[config.mk]
export PLATFORM = sky130hd
export DESIGN_NAME = wb_arbiter
export DESIGN_NICKNAME = d
export VERILOG_FILES = /design/src/rtl/wb_arbiter.sv
export SDC_FILE = /design/constraint.sdc
export NUM_CORES = 1
export LEC_CHECK = 0
export CAP_MARGIN = 0
export CORE_ASPECT_RATIO = 0.5
export CORE_MARGIN = 1
export CORE_UTILIZATION = 40
export CTS_BUF_LIST = sky130_fd_sc_hd__clkbuf_8
export CTS_CLUSTER_DIAMETER = 100
export DETAILED_ROUTE_END_ITERATION = 6
export PLACE_DENSITY = 0.64
export SETUP_SLACK_MARGIN = 0.4
export SLEW_MARGIN = 25
export SYNTH_ARGS = -nofsm -noshare
export SYNTH_HDL_FRONTEND = slang
export SYNTH_SLANG_ARGS = --single-unit
[constraint.sdc]
create_clock -name clk_i -period 3.62 [get_ports clk_i]
set_clock_uncertainty 0.1 [all_clocks]
set_input_delay 0.543 -clock clk_i [delete_from_list [all_inputs] [get_ports clk_i]]
set_output_delay 0.543 -clock clk_i [all_outputs]
set_load 0.05 [all_outputs]
[src/rtl/wb_arbiter.sv]
// wb_arbiter: writeback arbiter in front of the register file's single write port.
// ALU results and load returns share one registered write per cycle. Loads queue
// in a circular FIFO; an ALU result aimed at a register that a queued load will
// also write is held back until that load drains, so writes land in program order.
// A starve counter forces a FIFO grant after STARVE_LIMIT consecutive ALU grants
// made while loads are waiting.
// Optional build macro WB_BYPASS_EN: when the FIFO is empty and the ALU is not
// granted, an arriving load loads the output register directly (one-cycle latency).
module wb_arbiter #(
    parameter int PROC_DATA_WIDTH        = 16,
    parameter int PROC_REGFILE_LOG2_DEEP = 5,
    parameter int FIFO_DEPTH             = 4,
    parameter int FIFO_LOG2_DEEP         = 2,
    parameter int STARVE_LIMIT           = 3
) (
    input  logic                              clk_i,
    input  logic                              rst_i,
    input  logic                              alu_valid_i,
    output logic                              alu_ready_o,
    input  logic [PROC_REGFILE_LOG2_DEEP-1:0] alu_addr_i,
    input  logic [PROC_DATA_WIDTH-1:0]        alu_data_i,
    input  logic                              mem_valid_i,
    output logic                              mem_ready_o,
    input  logic [PROC_REGFILE_LOG2_DEEP-1:0] mem_addr_i,
    input  logic [PROC_DATA_WIDTH-1:0]        mem_data_i,
    output logic                              rf_write_en_o,
    output logic [PROC_REGFILE_LOG2_DEEP-1:0] rf_write_addr_o,
    output logic [PROC_DATA_WIDTH-1:0]        rf_write_data_o,
    output logic [FIFO_LOG2_DEEP:0]           mem_q_count_o,
    output logic                              busy_o
);

    localparam int CW = FIFO_LOG2_DEEP + 1;
    localparam int SW = (STARVE_LIMIT < 2) ? 1 : $clog2(STARVE_LIMIT + 1);
    localparam logic [CW-1:0] DEPTH_C = CW'(FIFO_DEPTH);
    localparam logic [SW-1:0] LIMIT_C = SW'(STARVE_LIMIT);

    // Load-return queue storage and bookkeeping
    logic [PROC_REGFILE_LOG2_DEEP-1:0] r_q_addr [FIFO_DEPTH];
    logic [PROC_DATA_WIDTH-1:0]        r_q_data [FIFO_DEPTH];
    logic [FIFO_LOG2_DEEP-1:0]         r_rd_ptr;
    logic [FIFO_LOG2_DEEP-1:0]         r_wr_ptr;
    logic [CW-1:0]                     r_count;
    logic [SW-1:0]                     r_starve;

    // Registered write port
    logic                              r_wr_en;
    logic [PROC_REGFILE_LOG2_DEEP-1:0] r_wr_addr;
    logic [PROC_DATA_WIDTH-1:0]        r_wr_data;

    logic w_full;
    logic w_hazard;
    logic w_force_mem;
    logic w_grant_alu;
    logic w_grant_fifo;
    logic w_bypass;
    logic w_mem_ready;
    logic w_push;

    // WAW check: an entry is live when its distance from the read pointer is below the count
    always_comb begin
        w_hazard = 1'b0;
        for (int unsigned i = 0; i < FIFO_DEPTH; i++) begin
            if (alu_valid_i
                && ({1'b0, FIFO_LOG2_DEEP'(i) - r_rd_ptr} < r_count)
                && (r_q_addr[FIFO_LOG2_DEEP'(i)] == alu_addr_i)) begin
                w_hazard = 1'b1;
            end
        end
    end

    // Grant decision: ALU first unless blocked by hazard, full queue or starvation
    always_comb begin
        w_full       = (r_count == DEPTH_C);
        w_force_mem  = w_full || (r_starve == LIMIT_C);
        w_grant_alu  = !rst_i && alu_valid_i && !w_hazard && !w_force_mem;
        w_grant_fifo = !rst_i && !w_grant_alu && (r_count != '0);
        w_bypass     = 1'b0;
`ifdef WB_BYPASS_EN
        w_bypass     = !rst_i && (r_count == '0) && !w_grant_alu && mem_valid_i;
`endif
        // full check uses the pre-pop count: no push while full even if popping
        w_mem_ready  = !rst_i && (!w_full || w_bypass);
        w_push       = mem_valid_i && w_mem_ready && !w_bypass;
    end

    // Queue payload storage, written only on a push
    always_ff @(posedge clk_i) begin
        if (w_push) begin
            r_q_addr[r_wr_ptr] <= mem_addr_i;
            r_q_data[r_wr_ptr] <= mem_data_i;
        end
    end

    // Queue pointers and occupancy; reset discards any pending entries
    always_ff @(posedge clk_i) begin
        if (rst_i) begin
            r_rd_ptr <= '0;
            r_wr_ptr <= '0;
            r_count  <= '0;
        end else begin
            if (w_push) begin
                r_wr_ptr <= r_wr_ptr + 1'b1;
            end
            if (w_grant_fifo) begin
                r_rd_ptr <= r_rd_ptr + 1'b1;
            end
            case ({w_push, w_grant_fifo})
                2'b10:   r_count <= r_count + 1'b1;
                2'b01:   r_count <= r_count - 1'b1;
                default: r_count <= r_count;
            endcase
        end
    end

    // Starve counter: counts ALU grants taken while loads wait, saturating
    always_ff @(posedge clk_i) begin
        if (rst_i) begin
            r_starve <= '0;
        end else if (w_grant_fifo || (r_count == '0)) begin
            r_starve <= '0;
        end else if (w_grant_alu && (r_starve != LIMIT_C)) begin
            r_starve <= r_starve + 1'b1;
        end
    end

    // Output register: capture the granted write; register 0 is consumed but never written
    always_ff @(posedge clk_i) begin
        if (rst_i) begin
            r_wr_en   <= 1'b0;
            r_wr_addr <= '0;
            r_wr_data <= '0;
        end else if (w_grant_alu) begin
            r_wr_en   <= (alu_addr_i != '0);
            r_wr_addr <= alu_addr_i;
            r_wr_data <= alu_data_i;
        end else if (w_grant_fifo) begin
            r_wr_en   <= (r_q_addr[r_rd_ptr] != '0);
            r_wr_addr <= r_q_addr[r_rd_ptr];
            r_wr_data <= r_q_data[r_rd_ptr];
        end else if (w_bypass) begin
            r_wr_en   <= (mem_addr_i != '0);
            r_wr_addr <= mem_addr_i;
            r_wr_data <= mem_data_i;
        end else begin
            r_wr_en   <= 1'b0;
        end
    end

    // Port outputs
    always_comb begin
        alu_ready_o     = w_grant_alu;
        mem_ready_o     = w_mem_ready;
        rf_write_en_o   = r_wr_en;
        rf_write_addr_o = r_wr_addr;
        rf_write_data_o = r_wr_data;
        mem_q_count_o   = r_count;
        busy_o          = (r_count != '0) || r_wr_en;
    end

endmodule

Yosys cells after proc, flatten, opt, wreduce, memory -nomap -nowiden
Memories as Yosys holds them, arrays and structs flattened. A register that Yosys moved wholly into a read port is not among the register bits.
Index checks and enable logic that the tools add are counted.
Word-level totals
  bits in registers: 31
  bits in writable memories: 84
  input port bits: 46
  memories: 2
Cells by class
  add/sub/neg operators: 9
  order comparisons: 4
  equality and inequality tests: 9
  muxes and demuxes: 17
  reduce and logical (&&, ||, !) cells: 31
Memory list
  r_q_data: words 4, width 16, rd ports 1, clocked after Yosys merged registers in 1, wr ports 1, RTL line 40  | logic [PROC_DATA_WIDTH-1:0] r_q_data [FIFO_DEPTH];
  r_q_addr: words 4, width 5, rd ports 5, clocked after Yosys merged registers in 1, wr ports 1, RTL line 39  | logic [PROC_REGFILE_LOG2_DEEP-1:0] r_q_addr [FIFO_DEPTH];
Operator list (count)
  $mux 16: 2
  $eq 5x5->1: 4
  $logic_and 1x1->1: 16
  $lt 2x3->1: 4
  $mux 5: 2
  $reduce_bool 5->1: 2
  $mux 1: 8
  $mux 2: 4
  $add 2x1->2 const B: 3
  $pmux 3 s2: 1
  $logic_not 1->1: 5
  $eq 2x2->1 const B: 2
  $reduce_bool 2->1: 2
  $sub 1x2->2 const A: 2
  $sub 2x2->2 const A: 2
  $add 3x1->3 const B: 1
  $eq 3x3->1 const B: 1
  $logic_not 3->1: 1
  $logic_or 1x1->1: 3
  $reduce_bool 3->1: 1
  $sub 3x1->3 const B: 1
  $eq 2x1->1 const B: 1
  $ne 2x2->1 const B: 1
  $reduce_or 2->1: 1

Logic depth before layout (Yosys ltp)
  word-level depth: 16
  mapped depth: 15
  mapped depth without buffers: 14

Worst setup path after synthesis
No wires, ideal clock.
  path type: reg-to-reg
  start point: register r_count[1] (netlist: mem_q_count_o[1])
  end point: register r_count[2] (netlist: mem_q_count_o[2])
  data arrival time: 3.478 ns
  path slack: -0.029 ns
  stages on the path, launching flop included: 14
  path buffers: 1
  path through: dfxtp_1 > inv_1 > a31oi_2 > and3b_1 > nand2_1 > nor2_4 > buf_6 > nor3_1 > ha_1 > inv_1 > fa_1 > xor2_1 > or3_1 > a21oi_1
RTL lines
  start, declared: RTL line 43  | logic [CW-1:0] r_count;
  start signal, assigned: RTL line 109  | 2'b10: r_count <= r_count + 1'b1;
  start signal, assigned: RTL line 110  | 2'b01: r_count <= r_count - 1'b1;
  start signal, assigned: RTL line 111  | default: r_count <= r_count;
  $eq 3x3->1 (*): RTL line 74  | w_full = (r_count == DEPTH_C);
  $logic_not 1->1 (*): RTL line 83  | w_mem_ready = !rst_i && (!w_full || w_bypass);
  $logic_and 1x1->1 (*): RTL line 83
  named net mem_ready_o: RTL line 23  | output logic mem_ready_o,
  $logic_and 1x1->1 (*): RTL line 84  | w_push = mem_valid_i && w_mem_ready && !w_bypass;
  $eq 2x1->1 / $eq 2x2->1 (equally long branches): RTL line 108  | case ({w_push, w_grant_fifo})
  $pmux 3 s2 / $reduce_bool 2->1 (equally long branches)
Mark *: on every way through the listed nets, which the timed path passes. The rest lies on a longest branch.
A chain may end at the register's enable or synchronous reset.

Final worst setup path
  start point: input port alu_addr_i[4]
  end point: register r_count[2] (netlist: mem_q_count_o[2])
Between the ends
  cells in the longest elaborated chain, start to end: 14
Ends and longest elaborated chain
  start, declared: RTL line 20  | input logic [PROC_REGFILE_LOG2_DEEP-1:0] alu_addr_i,
  $eq 5x5->1: RTL line 66  | && (r_q_addr[FIFO_LOG2_DEEP'(i)] == alu_addr_i)) begin
  $logic_and 1x1->1: RTL line 66
  $mux 1 (3 in series): RTL line 64  | if (alu_valid_i
  $mux 1 (*): RTL line 64
  $logic_not 1->1 (*): RTL line 76  | w_grant_alu = !rst_i && alu_valid_i && !w_hazard && !w_force_mem;
  $logic_and 1x1->1 (*) (2 in series): RTL line 76
  $logic_not 1->1 (*): RTL line 77  | w_grant_fifo = !rst_i && !w_grant_alu && (r_count != '0);
  $logic_and 1x1->1 (*) (2 in series): RTL line 77
  named net w_grant_fifo: RTL line 55  | logic w_grant_fifo;
  $eq 2x1->1 / $eq 2x2->1 (equally long branches): RTL line 108
  $pmux 3 s2 / $reduce_bool 2->1 (equally long branches)
Marked as above.

==> impl_metrics.ini <==
[synthesis]
synthCells = 322
synth.cell_area_um2 = 5110
postSynth.asyncResetShare = 0
synth.top_cells.by_area = edfxtp_1 49%, dfxtp_1 13%, mux4_2 9.3%
synth-warning-count = 0
synth.top_cell.area_share = 0.494
synth-main-ff-cell = edfxtp_1
ys_types = 45
synth_area_per_cell_um2 = 15.9
synth_area_leader_cell = edfxtp_1
ys_seq_area_frac = 0.623
ys_ff_latch = 117
synth_nets = 379
synth_edf_count = 84

[critical_path]
critical_path.slowest_cell = clkdlybuf4s50_1
slowest_delay_ns = 0.48
critPathMaxFanout = 5
crit_path_start_kind = input port
crit_type = input port to flip-flop
cp_data_arrival_time_ns = 3.33
critPathRequiredTime_ns = 3.85
cp_top_family = simple AND/OR/NAND/NOR gates
cp.buffers_inverters = 3
crit_chain = clkdlybuf4s50_1, buf_4, xnor2_1, nand4_1, a211o_1, nand2_4, nor2_4, nor3_2, ha_2, inv_1, fa_2, xor2_1, or3_1, a21oi_1
worstSetupEndpointType = flip-flop

[placed_design]
place.gp.congestion = 0.918
place.port_buffers = 73
place_hpwl_mm = 7.17

[floorplanning]
pin_count = 74
coreArea_um2 = 12100
die_area_um2 = 13300
die_width_um = 162
fp.dieH_um = 81.9
start_util = 0.422
row_count = 28

[cts]
clk_latency_ns = 0.42
root_buffer = clkbuf_8
post_cts_buffers = 0
cts_max_path_buffers = 2
htreeDepth = 4
cts_hold_buf = 0
path_clk_slew_ns = 0.07
cts_tree = done
cts_buffers = 17
clkSinkCount = 117

[sta]
final.period_utilization = 0.855
rsz0062_at_grt = no
tightest_slew_ns = 0.665
setup_viol = 0
hold_violations = 0
min_period_ns = 3.10
finalMaxSlewViolations = 0
slew_headroom = 0.556
final.setup.tns_ns = 0
timing.fmax_mhz = 323

[finish]
final_common_cell = edfxtp_1
nets = 465
final_cell_mix = 84 x edfxtp_1, 68 x clkdlybuf4s50_1, 29 x dfxtp_1
area.growth.synth_to_final_pct = 28.4
drive_gt1_frac = 0.242
fin_util = 0.541
antenna_cells = 0
num-fill-cells = 988

[detailed_routing]
drtAntennaViolNets = 0
wl_per_cell_um = 18.5
vias_per_cell = 5.10
drt_iter0_markers = 122
drt-total-wl_mm = 10.8
drc = 0
dr.pass1.iters = 4
num_vias = 2987

[grt]
grt_pass1_vias = 3234
track_usage = 0.178
antenna_found_initial = 0
grt_max_degree = 34
overflow = 0
grt_pass1_wl_mm = 17.1

[flow_run]
cap_violations = 0

[pwr]
pwr_density_cell_nw_per_um2 = 697
p_leak_uw = 0.00241
irDropWorstVdd_uv = 440
total_power_uw = 4570

[outcome]
status = complete, no violations

[min_path]
hold_path.class = flip-flop to flip-flop
[cell usage after synthesis (2+ instances only)]
cell      instances
nor2_1           28
buf_1             2
edfxtp_1         84
a31oi_1           2
buf_2             8
xnor2_1          13
mux2i_1          22
nand2_1           3
buf_6             2
or3_1             2
inv_1             8
or4_1             2
mux2_2            5
a211o_1           3
mux4_2           21
a21oi_1           4
nand2b_1          2
dfxtp_1          33
nand4_1           3
nor3_1            4
mux2_4           16
clkbuf_1          5
xor2_1           11
nor2b_1           2
and3_1            5
ha_1             10
o21ai_0           3
a2111o_1          2
[per-stage QoR]
step,hold slack (ns),area [µm²],instances,setup slack [ns]
after floorplan,0.307,5140,322,0.426
after global placement,0.318,6090,554,0.0527
after detailed placement,0.336,6090,554,-0.0379
after CTS,0.346,6520,586,0.398
after global routing,0.369,6560,586,0.387
final,0.342,6560,586,0.523
[registers in the layout, indices dropped and copies added (netlist names), named ones only]
| signal | cells |
|---|---|
| r_q_data | 64 |
| r_q_addr | 20 |
| r_rd_ptr | 2 |
| r_starve | 2 |
| rf_write_data_o | 16 |
| rf_write_en_o | 1 |
| mem_q_count_o | 3 |
| r_wr_ptr | 2 |
| rf_write_addr_o | 5 |
[cell families (layout without fill, tap and decap cells)]
| kind of cell | after synthesis | in the layout | share of synthesized area |
|---|---|---|---|
| mux | 64 | 64 | 0.194 |
| xor+xnor | 24 | 24 | 0.0411 |
| compound gates | 20 | 20 | 0.0291 |
| fa+ha+maj | 11 | 11 | 0.0284 |
| simple gates | 59 | 59 | 0.0593 |
| buf+inv | 27 | 126 | 0.0255 |
| flops | 117 | 117 | 0.623 |
[routing by layer]
| layer | global-route usage | up-vias | part of all wire |
|---|---|---|---|
| met5 | 0 | - | 0 |
| met4 | 0.0745 | 0 | 0.0055 |
| met3 | 0.0419 | 8 | 0.053 |
| met2 | 0.299 | 91 | 0.49 |
| met1 | 0.224 | 1495 | 0.45 |
| li1 | - | 1393 | - |
[layout make-up]
| type | instances | area, µm² | share of cell area |
|---|---|---|---|
| clock buffer | 18 | 248 | 0.0378 |
| clock inverter | 14 | 178 | 0.0271 |
| inverter | 9 | 33.8 | 0.00515 |
| multi-input combinational | 178 | 1840 | 0.281 |
| sequential | 117 | 3190 | 0.486 |
| tap | 165 | 206 | 0.0315 |
| timing repair buffer | 85 | 861 | 0.131 |
[final timing paths]
kind	cells past startpoint	end	slack [ns]	startpoint
max	14	mem_q_count_o[2]$_SDFFE_PP0P_	0.52	alu_addr_i[4]
min	1	r_starve[0]$_SDFFE_PP0P_	0.34	r_starve[0]$_SDFFE_PP0P_
max reg2reg	14	mem_q_count_o[2]$_SDFFE_PP0P_	0.55	r_rd_ptr[1]$_SDFFE_PP0P_
min reg2reg	1	r_starve[0]$_SDFFE_PP0P_	0.34	r_starve[0]$_SDFFE_PP0P_
[repair_timing]
item	in CTS	in global routing
setup endpoints to repair	1	3
pin swaps	0	1
gates resized for setup	1	12
[where the power goes]
part / internal, µW / leakage [µW] / switching, µW
clock: 708 / 0.000208 / 558
combinational: 722 / 0.00117 / 867
sequential: 1590 / 0.00104 / 127
total: 3020 / 0.00241 / 1550
Power figures use the tool's default switching activity.
